`src/rtl/seq_detector_sipo_pkg.sv`:
```
// Shared constants and helpers for the serial pattern detector and its neighbours.
package seq_detector_sipo_pkg;

  localparam int unsigned DEF_PAT_LEN = 4;
  localparam logic [DEF_PAT_LEN-1:0] DEF_PATTERN = 4'b1011;

  // Bits needed to count 0..pat_len inclusive.
  function automatic int unsigned fill_width(input int unsigned pat_len);
    return $clog2(pat_len + 1);
  endfunction

endpackage

```
`src/rtl/sipo_shift_reg.sv`:
```
// Serial-in/parallel-out register: newest bit enters the LSB on enable.
module sipo_shift_reg #(
  parameter int unsigned W = 4
) (
  input  logic         clk,
  input  logic         rst_n,
  input  logic         clear,
  input  logic         en,
  input  logic         din,
  output logic [W-1:0] q
);

  always_ff @(posedge clk) begin
    if (!rst_n) begin
      q <= '0;
    end else if (clear) begin
      q <= '0;
    end else if (en) begin
      q <= {q[W-2:0], din};
    end
  end

endmodule

```
`src/rtl/seq_detector_sipo.sv`:
```
// Serial pattern detector: history shift register, fill tracking, detect pulse, saturating match count.
module seq_detector_sipo
  import seq_detector_sipo_pkg::*;
#(
  parameter int unsigned           PAT_LEN = DEF_PAT_LEN,
  parameter logic [PAT_LEN-1:0]    PATTERN = DEF_PATTERN,
  parameter bit                    OVERLAP = 1'b1,
  parameter int unsigned           CNT_W   = 8
) (
  input  logic               clk,
  input  logic               rst_n,
  input  logic               din_valid,
  input  logic               din,
  input  logic               clear,
  output logic               detect,
  output logic [CNT_W-1:0]   match_cnt,
  output logic [PAT_LEN-1:0] hist
);

  localparam int unsigned      FILL_W  = fill_width(PAT_LEN);
  localparam logic [FILL_W-1:0] FILL_MAX = FILL_W'(PAT_LEN);
  localparam logic [CNT_W-1:0]  CNT_MAX  = '1;

  logic [FILL_W-1:0]  fill;
  logic [FILL_W-1:0]  fill_d;
  logic [FILL_W-1:0]  next_fill;
  logic [PAT_LEN-1:0] next_hist;
  logic [CNT_W-1:0]   cnt_d;
  logic               hit;

  sipo_shift_reg #(.W(PAT_LEN)) u_hist (
    .clk   (clk),
    .rst_n (rst_n),
    .clear (clear),
    .en    (din_valid),
    .din   (din),
    .q     (hist)
  );

  // A hit needs a full history since the last reset/clear, not just a matching value.
  always_comb begin
    next_hist = {hist[PAT_LEN-2:0], din};
    next_fill = (fill == FILL_MAX) ? fill : fill + FILL_W'(1);
    hit       = din_valid && (next_fill == FILL_MAX) && (next_hist == PATTERN);
    fill_d    = fill;
    cnt_d     = match_cnt;
    if (din_valid) begin
      fill_d = (hit && !OVERLAP) ? '0 : next_fill;
    end
    if (hit && (match_cnt != CNT_MAX)) begin
      cnt_d = match_cnt + CNT_W'(1);
    end
  end

  always_ff @(posedge clk) begin
    if (!rst_n) begin
      fill      <= '0;
      match_cnt <= '0;
      detect    <= 1'b0;
    end else if (clear) begin
      fill      <= '0;
      match_cnt <= '0;
      detect    <= 1'b0;
    end else begin
      fill      <= fill_d;
      match_cnt <= cnt_d;
      detect    <= hit;
    end
  end

endmodule

```
`config.mk`:
```
export PLATFORM = sky130hd
export DESIGN_NAME = seq_detector_sipo
export DESIGN_NICKNAME = d
export VERILOG_FILES = /design/src/rtl/seq_detector_sipo_pkg.sv /design/src/rtl/sipo_shift_reg.sv /design/src/rtl/seq_detector_sipo.sv
export SDC_FILE = /design/constraint.sdc
export NUM_CORES = 1
export LEC_CHECK = 0
export ABC_AREA = 0
export BUFFER_PORTS_ARGS = -buffer_cell sky130_fd_sc_hd__clkbuf_2
export CAP_MARGIN = 30
export CORE_MARGIN = 4
export CORE_UTILIZATION = 54
export CTS_CLUSTER_SIZE = 14
export DETAILED_ROUTE_END_ITERATION = 6
export GPL_TIMING_DRIVEN = 0
export PLACE_DENSITY = 0.83
export SYNTH_ARGS = -nofsm -noshare
export SYNTH_HDL_FRONTEND = slang
export SYNTH_SLANG_ARGS = --single-unit
```
`constraint.sdc`:
```
create_clock -name clk -period 3.83 [get_ports clk]
set_clock_uncertainty 0.05 [all_clocks]
set_input_delay 0.766 -clock clk [delete_from_list [all_inputs] [get_ports clk]]
set_output_delay 0.766 -clock clk [all_outputs]
set_load 0.1 [all_outputs]
```
==> impl_summary.md, run 1 <==
Outcome
The flow ran to the end, and the final reports show no timing, DRC or antenna violations.

Synthesis
For this run, the number of Yosys warnings is 0. The simple-gate area share of the yosys netlist is 0.246. Of the post-synthesis cell area, the part taken by muxes is 0.0787. The share of the Yosys chip area taken by registers is 0.420.

Of the total synthesized cell area, the portion taken by full adders, half adders and majority gates is 0.0492. The cell area after technology mapping is 763 um2. By area the synthesized netlist is led by sky130_fd_sc_hd__dfxtp_1 (42%), sky130_fd_sc_hd__mux2i_1 (7.9%), sky130_fd_sc_hd__ha_1 (4.9%). The post-synthesis compound-gate area fraction was 0.134. The synthesized instance count is 85.

The largest family of logic cells by synthesized area is simple AND/OR/NAND/NOR gates. Yosys mapped the design onto 30 distinct sky130hd cell types. When the netlist entered floorplanning its net count stood at 93.

The area share of the largest cell type after synthesis is 0.420. The xor/xnor cell area share of the yosys netlist is 0.0230. The synthesis-stage register bit count is 16.

The cell type contributing the most total cell area after synthesis is sky130_fd_sc_hd__dfxtp_1. The synthesized area per cell is 8.98 um2.

Placement
Once placement finished, the instance area stood at 862 um2. The count of port buffers added during placement is 16. The wire-length estimate of the detail-placed layout is 1080 um. The final estimated routing congestion in global placement is 0.781. The worst slack at placement is 1.50 ns.

Routing
The post-detailed-routing wire length is 1390 um. In this run the remaining antenna-violating nets after routing total 0. After the first detailed-routing iteration, the DRC count stood at 22. The via density per instance is 5.38.

The average wire per cell in the routed design is 11.6 um. After detailed routing, the number of remaining DRC violations is 0. The detailed-route via count is 645. The first detailed-routing pass took 4 iterations.

Power and ir drop
The worst-case vdd ir drop is 0.000296 V. The net switching share of the total power is 0.217. Internal power comes to 0.232 mW. The static leakage is 0.351 nW. Summed over all nets, the switching power comes to 0.0644 mW. The share of total power dissipated in sequential elements is 0.568. The share of total power dissipated in the clock network is 0.368.

Of the total power, combinational logic draws 0.064. Overall power consumption after layout is estimated at 0.297 mW. In this run the power density over the cells is 330 nW/um2.

Clock network
The clock root buffer master is sky130_fd_sc_hd__clkbuf_4. After clock tree synthesis, the flow added hold-fix buffers numbering 0. The number of CTS-inserted buffers is 3.

The tree built by TritonCTS fans out to 16 sinks. The clock insertion delay at the later pin of the skew report is 0.28 ns. The buffer depth of the longest clock path is 2. The number of gates resized after CTS was 0. The number of buffers inserted to repair setup after CTS is 0.

TritonCTS built the clock tree. CTS built an H-tree with a depth of 1. Clock-pin slew was measured on the worst setup and hold paths at 0.09 ns.

Hold path
The classification of the worst-slack hold path is flip-flop to flip-flop.

Cells and area
Measured on the finished design, the core utilization comes to 0.682. Of the cells placed in the final design, the portion with a size suffix greater than 1 is 0.229. The total number of nets in the final design is 114. The library cells used most frequently in the layout, excluding fill and tap cells, are sky130_fd_sc_hd__dfxtp_1 (16), sky130_fd_sc_hd__clkbuf_2 (16), sky130_fd_sc_hd__nor2_1 (8). The synthesis-to-layout area growth is 17.7%.

The repair_antennas step left the layout with diodes totalling 0. The area of all placed cells without fillers is 898 um2.

Timing
Subtracting the final worst setup slack from the clock period gives 2.25 ns. For this run, the top clock speed supported by timing is 445 MHz. The final period utilization is 0.587. The worst path meets setup with 1.58 ns of slack. Setup total negative slack on the finished layout was measured at 0 ns. Setup repair after global routing left no endpoint under its margin. The remaining max-slew budget at the tightest pin is 0.533. At the pin with the least slew margin, the transition time is 0.695 ns. The final-report hold violation count is 0. The max-slew violation count is 0. Setup violations remaining at the end of the flow were counted as 0.

Floorplanning
The effective utilization at floorplan is 0.579. The floorplan has 13 rows. The die outline area is 2080 um2. The width of the die is 45.6 um. 18 I/O pins were placed.

The die extent in y is 45.6 um. The placeable core region is 1320 um2.

Global route
The number of antenna violations at the first check in global routing is 0. The first global-routing pass estimated 2410 um of wire. The number of global-route vias before repair came to 566. Entering global routing, the biggest net connects 11 pins. The final global-route overflow total is 0. For this run, the total global-route usage over all layers was measured as 0.156.

Worst setup path
The worst setup path is captured at a flip-flop. Of all nets on the critical path, the largest fanout is 10. The worst setup path is of the flip-flop to flip-flop kind. The arrival time at the worst endpoint is 2.41 ns.

The critical path launch point type is a flip-flop. The required time of the critical path is 3.99 ns.

Run
The max-cap check violation count is 0.
## area by class of cell
cell class | instances | area [um2]
Fill cell | 110 | 419
Multi-Input combinational cell | 62 | 405
Sequential cell | 16 | 320
Timing Repair Buffer | 16 | 80.1
Clock buffer | 4 | 36.3
Buffer | 3 | 22.5
Tap cell | 15 | 18.8
Inverter | 4 | 15.0
## through the flow
step                instances  hold slack, ns
floorplan                  85           0.416
global placement          116           0.424
detailed placement        116           0.439
CTS                       120           0.462
global route              120           0.505
finish                    120           0.454
## worst max-delay path, cell delays in order (launching register included)
cell and delay [ns]:
sky130_fd_sc_hd__dfxtp_1 0.39, sky130_fd_sc_hd__inv_1 0.09, sky130_fd_sc_hd__ha_1 0.31, sky130_fd_sc_hd__nor2b_1 0.12, sky130_fd_sc_hd__mux2i_1 0.09, sky130_fd_sc_hd__or3_1 0.36
sky130_fd_sc_hd__buf_6 0.14, sky130_fd_sc_hd__or4_1 0.49, sky130_fd_sc_hd__a21oi_1 0.14
## power groups by stage
stage	logic, mW	clock network, mW	registers (mW)
floorplan	0.0112	0	0.175
global placement	0.0184	0	0.172
detailed placement	0.0189	0	0.173
CTS	0.0189	0.113	0.169
global route	0.0207	0.121	0.169
finish	0.0189	0.109	0.169
## per-layer routing
layer	vias to the layer above	track usage	part of all wire	wire, um
met5	-	0	0	0
met2	14	0.242	0.47	655
met1	292	0.210	0.47	660
li1	337	-	-	-
met3	2	0.0356	0.044	61
met4	0	0.0526	0.010	14
## flip-flops by register name, summed over array words and instances, names as in the netlist
name	count
match_cnt	8
u_hist.q	4
fill	3
detect	1
## synthesized netlist by cell type
library cell,instances
sky130_fd_sc_hd__nand4b_1,1
sky130_fd_sc_hd__o31ai_1,1
sky130_fd_sc_hd__o21ai_0,4
sky130_fd_sc_hd__dfxtp_1,16
sky130_fd_sc_hd__buf_6,1
sky130_fd_sc_hd__nand3b_1,1
sky130_fd_sc_hd__buf_4,1
sky130_fd_sc_hd__nand2_2,1
sky130_fd_sc_hd__o311ai_0,1
sky130_fd_sc_hd__clkbuf_1,1
sky130_fd_sc_hd__xnor2_1,2
sky130_fd_sc_hd__a21oi_1,6
sky130_fd_sc_hd__nor2_1,8
sky130_fd_sc_hd__nand3_1,3
sky130_fd_sc_hd__and2_1,1
sky130_fd_sc_hd__o211ai_2,1
sky130_fd_sc_hd__nand2_1,6
sky130_fd_sc_hd__o21a_1,2
sky130_fd_sc_hd__nand2b_1,2
sky130_fd_sc_hd__or4b_1,1
sky130_fd_sc_hd__nor3_1,2
sky130_fd_sc_hd__inv_1,4
sky130_fd_sc_hd__mux2i_1,6
sky130_fd_sc_hd__nor2b_1,2
sky130_fd_sc_hd__nor3b_1,1
sky130_fd_sc_hd__or4_1,1
sky130_fd_sc_hd__nand4_1,1
sky130_fd_sc_hd__or3_1,4
sky130_fd_sc_hd__o41ai_1,1
sky130_fd_sc_hd__ha_1,3
## logic make-up after synthesis
family / count (synthesis)
AND/OR/NAND/NOR: 35
AO/OA/AOI/OAI: 16
flip-flops: 16
buffers and inverters: 7
multiplexers: 6
adder cells (fa/ha/maj): 3
XOR/XNOR: 2
## worst paths after layout
check	from	end	slack [ns]	cells after the start
max	fill[0]$_SDFFE_PP0P_	match_cnt[4]$_SDFFE_PP0P_	1.58	8
min	u_hist.q[3]$_SDFFE_PP0P_	u_hist.q[3]$_SDFFE_PP0P_	0.45	2
max reg2reg	fill[0]$_SDFFE_PP0P_	match_cnt[4]$_SDFFE_PP0P_	1.58	8
min reg2reg	u_hist.q[3]$_SDFFE_PP0P_	u_hist.q[3]$_SDFFE_PP0P_	0.45	2
No activity file was read; power rests on OpenSTA's default activity.
==> run 2, diff against run 1 <==
- ABC_AREA: 0 -> 1
- CORE_ASPECT_RATIO: not set -> 1.4
- CORE_UTILIZATION: 54 -> 47
- PLACE_DENSITY: 0.83 -> 0.76
- clock period: 3.83 -> 1.95 ns (I/O delays scaled with it)
==> run 2 against run 1 <==
Net effect: global-route usage increased by 1.6 points; sequential cell count unchanged; final cell count increased by 39%; routed wire length increased by 32%; synthesized area increased by 14%; worst setup slack got worse by 1.4 ns; clock-buffer cell count unchanged; total power increased by 110%; sequential share of layout area decreased by 3.6 points; largest power group unchanged.
==> impl_summary.md, run 2 <==
Timing
Summed over all failing endpoints, the final setup total negative slack is 0 ns. Static timing analysis puts the maximum clock frequency at 576 MHz. The final-report hold violation count is 0. Setup repair after global routing left no endpoint under its margin. The final period utilization is 0.890. Setup violations remaining at the end of the flow were counted as 0.

The clock period could shrink to 1.73 ns. The worst path meets setup with 0.215 ns of slack. The max-slew violation count is 0. The transition time of the tightest slew-check pin is 0.544 ns. The worst pin sits at a relative slew slack of 0.639.

Clock network
In this run, post-CTS hold repair placed 0 buffers. Once the clock tree was built, the resizer swapped 0 gates to a different size. In this run the post-CTS setup repair buffer count came out at 0. In this run the number of H-tree levels came out at 1. The clock root buffer master is sky130_fd_sc_hd__clkbuf_4. The total clock sinks is 16. Counting the buffers created by CTS gives 3. In this run the deepest clock path goes through 2 buffers. After clock tree synthesis, the clock-pin slew on the worst setup and hold paths is 0.09 ns. At the later pin of the worst-skew pair, clock insertion delay measures 0.29 ns. The clock tree from TritonCTS is done.

Cells and area
The total number of nets in the final design is 156. The library cells used most frequently in the layout, excluding fill and tap cells, are sky130_fd_sc_hd__nand2_1 (35), sky130_fd_sc_hd__clkbuf_2 (17), sky130_fd_sc_hd__nand3_1 (15). The largest register by flop count is match_cnt. The flip-flop count of the largest register after layout is 8.

0 antenna diodes ended up in the layout. In the final layout, the share of cells above drive strength 1 is 0.231. The largest registers in the layout are match_cnt (8), u_hist.q (4), fill (3). Relative to the synthesized area, the layout overhead comes to 17.7%. Leaving out fill and tap cells, the most frequent cell in the layout is sky130_fd_sc_hd__nand2_1.

Floorplanning
The initial utilization of the core area, before any placement, comes to 0.494. After floorplanning, the core was sized to cover 1760 um2. The total number of placement rows is 18.

The width of the die is 44.3 um. For this design the top-level I/O count stands at 18. The die extent in y is 58.9 um. The die covers 2610 um2.

Hold path
In this run the most critical hold path is launched from din_valid. The min-delay analysis places its worst path in the category primary input to flip-flop.

Global route
Across every metal layer, demand over resource in global routing totals 0.171. The number of global-route vias before repair is 819. The number of antenna violations at the first check in global routing was 0.

The first global-routing pass estimated 3400 um of wire. Global routing finished with a remaining overflow of 0. Entering global routing, the biggest net connects 11 pins.

Outcome
The run finished with clean final reports.

Synthesis
The most used standard cell by instance count after synthesis is sky130_fd_sc_hd__nand2_1. Of all flip-flops after synthesis, the portion carrying an async set or reset was 0. The most used flip-flop cell after synthesis is sky130_fd_sc_hd__dfxtp_1. The synthesized instance count is 126. The synthesis-stage register bit count is 16. The synthesized area per cell is 6.89 um2. The number of nets in the synthesized netlist is 134.

Ranked by instance count, the synthesized netlist is headed by sky130_fd_sc_hd__nand2_1 (35), sky130_fd_sc_hd__dfxtp_1 (16), sky130_fd_sc_hd__nand3_1 (15). The number of enable-type register cells in the synthesized netlist is 0. The share of the yosys chip area belonging to registers is 0.369. The area share of the largest cell type after synthesis is 0.369.

For this run, the number of Yosys warnings is 0. The cell area after technology mapping is 868 um2. The number of distinct standard cells referenced by the synthesized netlist is 19. The synthesized design spends more area on one cell type than any other, namely sky130_fd_sc_hd__dfxtp_1.

Sorting the synthesized cells by area gives the leading types as sky130_fd_sc_hd__dfxtp_1 (37%), sky130_fd_sc_hd__nand2_1 (15%), sky130_fd_sc_hd__nand3_1 (8.6%).

Routing
After detailed routing, the total wire length is 1830 um. The detail route stage leaves a number of antenna-violating nets equal to 0. The iteration-0 DRC count of the detailed router is 25. The detailed-route via count is 880. The remaining routing DRC violations is 0. The first TritonRoute pass finished after 4 iterations. The average wire per cell in the routed design is 11.0 um. The via density per instance is 5.27.

Worst setup path
The critical path goes through inv_1, ha_1, nand2_1, nand2_1, nand2_1, nand2_1, nor2_4, nand3_1, a21oi_1. By instance count, the cell type seen most on the critical path is sky130_fd_sc_hd__nand2_1. Data arrives at the worst endpoint at 1.90 ns. The type of the worst setup path is flip-flop to flip-flop. STA classifies the critical path endpoint as a flip-flop. The startpoint of the worst setup timing path is fill[0]$_SDFFE_PP0P_. The slowest stage of the critical path is the sky130_fd_sc_hd__dfxtp_1 cell. The number of buffers and inverters on the critical path is 1. On the worst path, the slowest cell contributes a delay of 0.38 ns. The largest driver fanout on the critical path is 9. The cell family contributing the most delay on the critical path is simple AND/OR/NAND/NOR gates. STA classifies the critical path startpoint as a flip-flop. The startpoint identified for the worst register-to-register timing path is fill[0]$_SDFFE_PP0P_.

The required time of the critical path is 2.12 ns.

Power and ir drop
Dividing total power by cell area gives a power density of 596 nW/um2. The net switching share of the total power is 0.248. The share of total power dissipated in combinational logic is 0.091.

The worst-case vdd ir drop is 0.000509 V. The internal portion of the total power is 0.458 mW. The part of the power in the clock network is 0.362. For this design the static power due to leakage is 0.408 nW. Of the total power, registers draw 0.547. The net switching power is 0.151 mW.

Run
The max-cap check violation count is 0.

Placement
Buffers placed on the I/O ports in this run total 17. Timing analysis after detailed placement gives a worst setup slack of 0.204 ns. The final estimated routing congestion in global placement is 0.837.

Detailed placement finished with a half-perimeter wire length of 1460 um.
==> run 2: cell types whose count changed after synthesis, moves of 4 or more <==
cell,previous run,this run
sky130_fd_sc_hd__nand2_1,6,35
sky130_fd_sc_hd__nand3_1,3,15
sky130_fd_sc_hd__inv_1,4,14
sky130_fd_sc_hd__a21oi_1,6,14
sky130_fd_sc_hd__mux2i_1,6,0
sky130_fd_sc_hd__or3_1,4,0
==> run 2: logic make-up after synthesis <==
logic type	Yosys count	share of synthesized area
XOR/XNOR	3	0.0303
flip-flops	16	0.369
AND/OR/NAND/NOR	68	0.373
buffers and inverters	16	0.0692
adder cells (fa/ha/maj)	3	0.0432
AO/OA/AOI/OAI	20	0.115
==> run 2: layer usage <==
metal  track usage  wire, um  up-vias
li1              -         -      455
met1         0.186       765      398
met2         0.315       953       20
met3        0.0183        65        7
met4        0.0905        50        0
met5             0         0        -
==> run 2: layout make-up <==
cell class | count | area, um2
well taps | 20 | 25.0
repair buffers | 17 | 85.1
fillers | 167 | 734
clock buffers | 4 | 36.3
inverters | 15 | 56.3
plain buffers | 1 | 3.75
multi-input cells | 94 | 488
flip-flops and latches | 16 | 328
==> run 2: worst reg2reg max path, delay by kind of cell (launching register included) <==
kind | cells | cell delay (ns)
adder cells (fa/ha/maj) | 1 | 0.26
AO/OA/AOI/OAI | 1 | 0.15
AND/OR/NAND/NOR | 6 | 0.73
buffers and inverters | 1 | 0.10
flip-flops | 1 | 0.38
==> run 2: worst paths after layout <==
path	end	slack [ns]	cells after the start
max	match_cnt[0]$_SDFFE_PP0P_	0.22	9
min	u_hist.q[2]$_SDFFE_PP0P_	0.29	2
max reg2reg	match_cnt[0]$_SDFFE_PP0P_	0.22	9
min reg2reg	u_hist.q[3]$_SDFFE_PP0P_	0.41	2
==> run 2: power by group through the flow <==
stage | Combinational [mW] | Sequential [mW] | Clock (mW)
final | 0.0555 | 0.334 | 0.221
after global routing | 0.0624 | 0.335 | 0.238
after CTS | 0.0562 | 0.334 | 0.228
after detailed placement | 0.0561 | 0.341 | 0
after global placement | 0.0543 | 0.341 | 0
after floorplan | 0.0264 | 0.357 | 0
==> run 2: per-stage QoR <==
step                      total power [mW]   util  std cells  hold WS, ns  instance area (um2)
after CTS                            0.618  0.582        167        0.288                 1020
after global routing                 0.635  0.582        167        0.295                 1020
final                                0.610  0.582        167        0.295                 1020
after floorplan                      0.383      -        126        0.429                  876
after detailed placement             0.397  0.561        163        0.405                  986
after global placement               0.395  0.561        163        0.403                  986
==> run 3, diff against run 2 <==
- ABC_CLOCK_PERIOD_IN_PS: not set -> 1950
- CAP_MARGIN: 30 -> 20
- REMOVE_ABC_BUFFERS: not set -> 1
==> run 3 against run 2 <==
Net effect: first-iteration DRC count shrank 20%; clock-buffer cell count is the same; non-clock buffer count shrank 1; routed wire length fell by 4.6%; sequential share of layout area fell by 0.39 points; fmax up 0.44%; final area is 1.1% lower; sequential cell count did not move; combinational power shrank 2%; worst setup slack better by 0.0075 ns; hold slack lost 0.0061 ns; die area did not move; critical path type unchanged.
==> impl_summary.md, run 3 (same netlist as run 2, synthesis figures left out) <==
Outcome
The run finished with clean final reports.

Routing
The iteration-0 DRC count of the detailed router is 20. The number of nets with antenna violations after detailed routing is 0. The via density per instance is 5.03.

Wires add up to 1750 um. The detailed-route via count is 835. The detailed-router iteration count before antenna repair is 4. Dividing the detail-routed wire length by the instance count gives 10.5 um. The remaining routing DRC violations is 0.

Hold path
The tightest min-delay check is of the primary input to flip-flop type.

Floorplanning
The die covers 2610 um2. The total number of placement rows is 18. The floorplan step set the die width to 44.3 um. For this design the top-level I/O count stands at 18. Measured along the y axis, the die boundary spans 58.9 um. The initial utilization of the core area, before any placement, comes to 0.494. The placeable core region is 1760 um2.

Worst setup path
STA classifies the critical path endpoint as a flip-flop. The largest single stage delay on the critical path is 0.39 ns. The arrival time at the worst endpoint is 1.89 ns.

The critical path is of the flip-flop to flip-flop type. The required time of the critical path is 2.11 ns. The slowest library cell on the worst path is sky130_fd_sc_hd__dfxtp_1. The largest driver fanout on the critical path is 9. Among the stages of the critical path, the cell type that occurs most often is sky130_fd_sc_hd__nand2_1. Traced cell by cell, the critical path runs through inv_1, ha_1, nand2_1, nand2_1, nand2_1, nand2_1, nor2_4, nand3_1, a21oi_1.

The critical path launch point type is a flip-flop.

Timing
The final-report hold violation count is 0. The max-slew violation count is 0. The transition time of the tightest slew-check pin is 0.542 ns. The final period utilization is 0.886. The number of failing setup endpoints in the final timing report is 0.

The post-layout minimum cycle time is 1.73 ns. After routing, the total negative slack on setup checks comes to 0 ns. Setup repair after global routing left no endpoint under its margin.

The remaining max-slew budget at the tightest pin is 0.640. The maximum operating frequency is 579 MHz.

Clock network
The buffer depth of the longest clock path is 2. The clock tree from TritonCTS is done. In this run, post-CTS hold repair placed 0 buffers.

The number of gates given a new drive strength after cts is 0. The clock root buffer master is sky130_fd_sc_hd__clkbuf_4. For the worst-skew pair, the clock arrives at the later sink with an insertion delay of 0.28 ns. The number of CTS-inserted buffers is 3. In this run the number of H-tree levels came out at 1.

The total clock sinks is 16. Clock-pin slew was measured on the worst setup and hold paths at 0.10 ns. The number of buffers inserted to repair setup after CTS is 0.

Placement
The post-place instance area is 975 um2. The count of buffers added on input and output ports is 17. The final estimated routing congestion in global placement is 0.814.

The detailed placement HPWL is 1330 um. The number of instances in the placed design is 162.

Cells and area
In the final layout, the registers with the most flip-flops are match_cnt (8), u_hist.q (4), fill (3). The final cell count without fillers is 166. The number of antenna repair diodes is 0. In the final layout, the share of cells above drive strength 1 is 0.192. Leaving out fill and tap cells, the most frequent cell in the layout is sky130_fd_sc_hd__nand2_1.

The total number of nets in the final design is 155. In the layout the commonest cells are sky130_fd_sc_hd__nand2_1 (35), sky130_fd_sc_hd__clkbuf_2 (17), sky130_fd_sc_hd__dfxtp_1 (16). The core utilization of the finished layout is 0.575.

The synthesis-to-layout area growth is 16.4%. After routing the design area is 1010 um2. The register with the most flip-flops in the layout has 8 of them. More flip-flops sit in one register than any other, and that register is match_cnt.

Power and ir drop
Of the total power, the share spent switching nets is 0.245. For this design the total switching power over the nets is 0.149 mW. The completed layout was analyzed and its total power is 0.606 mW.

Of the total power, the clock network draws 0.359. The share of total power dissipated in sequential elements is 0.551. The worst-case vdd ir drop is 0.000320 V. The cell internal power dissipation is 0.458 mW. The share of total power dissipated in combinational logic is 0.090.

The static leakage is 0.404 nW. The power per cell area is 600 nW/um2.

Global route
The number of global-route vias before repair came to 748. Entering global routing, the biggest net connects 14 pins. The final global-route overflow total is 0. The first global-routing pass estimated 3050 um of wire. Across every metal layer, demand over resource in global routing totals 0.150. The number of antenna violations at the first check in global routing is 0.

Run
The max-cap check violation count is 0.
==> run 3: changes by cell type in the layout (fill, tap and decap cells not counted), sizes merged <==
cell and change:
clkbuf -1
==> run 3: final cells by class <==
cell class	instances	area (um2)
Sequential cell	16	320
Timing Repair Buffer	17	85.1
Tap cell	20	25.0
Inverter	15	56.3
Fill cell	178	746
Clock buffer	4	36.3
Multi-Input combinational cell	94	488
==> run 3: path summary, 6_finish.rpt <==
path                                 start  depth (start not counted)  slack, ns                   endpoint
setup / recovery      fill[0]$_SDFFE_PP0P_                          9       0.22  match_cnt[3]$_SDFFE_PP0P_
hold / removal                         din                          3       0.29   u_hist.q[0]$_SDFFE_PP0P_
setup reg to reg      fill[0]$_SDFFE_PP0P_                          9       0.22  match_cnt[3]$_SDFFE_PP0P_
hold reg to reg   u_hist.q[3]$_SDFFE_PP0P_                          2       0.42   u_hist.q[3]$_SDFFE_PP0P_
==> run 3: power groups by stage <==
| stage | logic (mW) | clock network (mW) | registers (mW) |
|---|---|---|---|
| after floorplan | 0.0258 | 0 | 0.357 |
| after global placement | 0.0537 | 0 | 0.341 |
| after detailed placement | 0.0548 | 0 | 0.341 |
| after CTS | 0.0550 | 0.224 | 0.334 |
| after global routing | 0.0607 | 0.241 | 0.335 |
| final | 0.0545 | 0.218 | 0.334 |
==> run 3: worst max-delay path: cells and delay by family (launching register included) <==
family / cells / cell delay [ns]
buf+inv: 1 / 0.10
flops: 1 / 0.39
fa+ha+maj: 1 / 0.25
simple gates: 6 / 0.72
compound gates: 1 / 0.16
==> run 3: per-layer routing <==
metal / up-vias / track usage / share of wire
met2: 17 / 0.250 / 0.52
met1: 368 / 0.190 / 0.43
li1: 448 / - / -
met4: 0 / 0.0517 / 0.0074
met5: - / 0 / 0
met3: 2 / 0.0275 / 0.042
==> run 3: per-stage QoR <==
stage | worst slack [ns] | hold slack, ns
final | 0.223 | 0.289
after floorplan | -0.315 | 0.429
after global placement | 0.286 | 0.400
after CTS | 0.216 | 0.282
after global routing | 0.0364 | 0.286
after detailed placement | 0.248 | 0.403
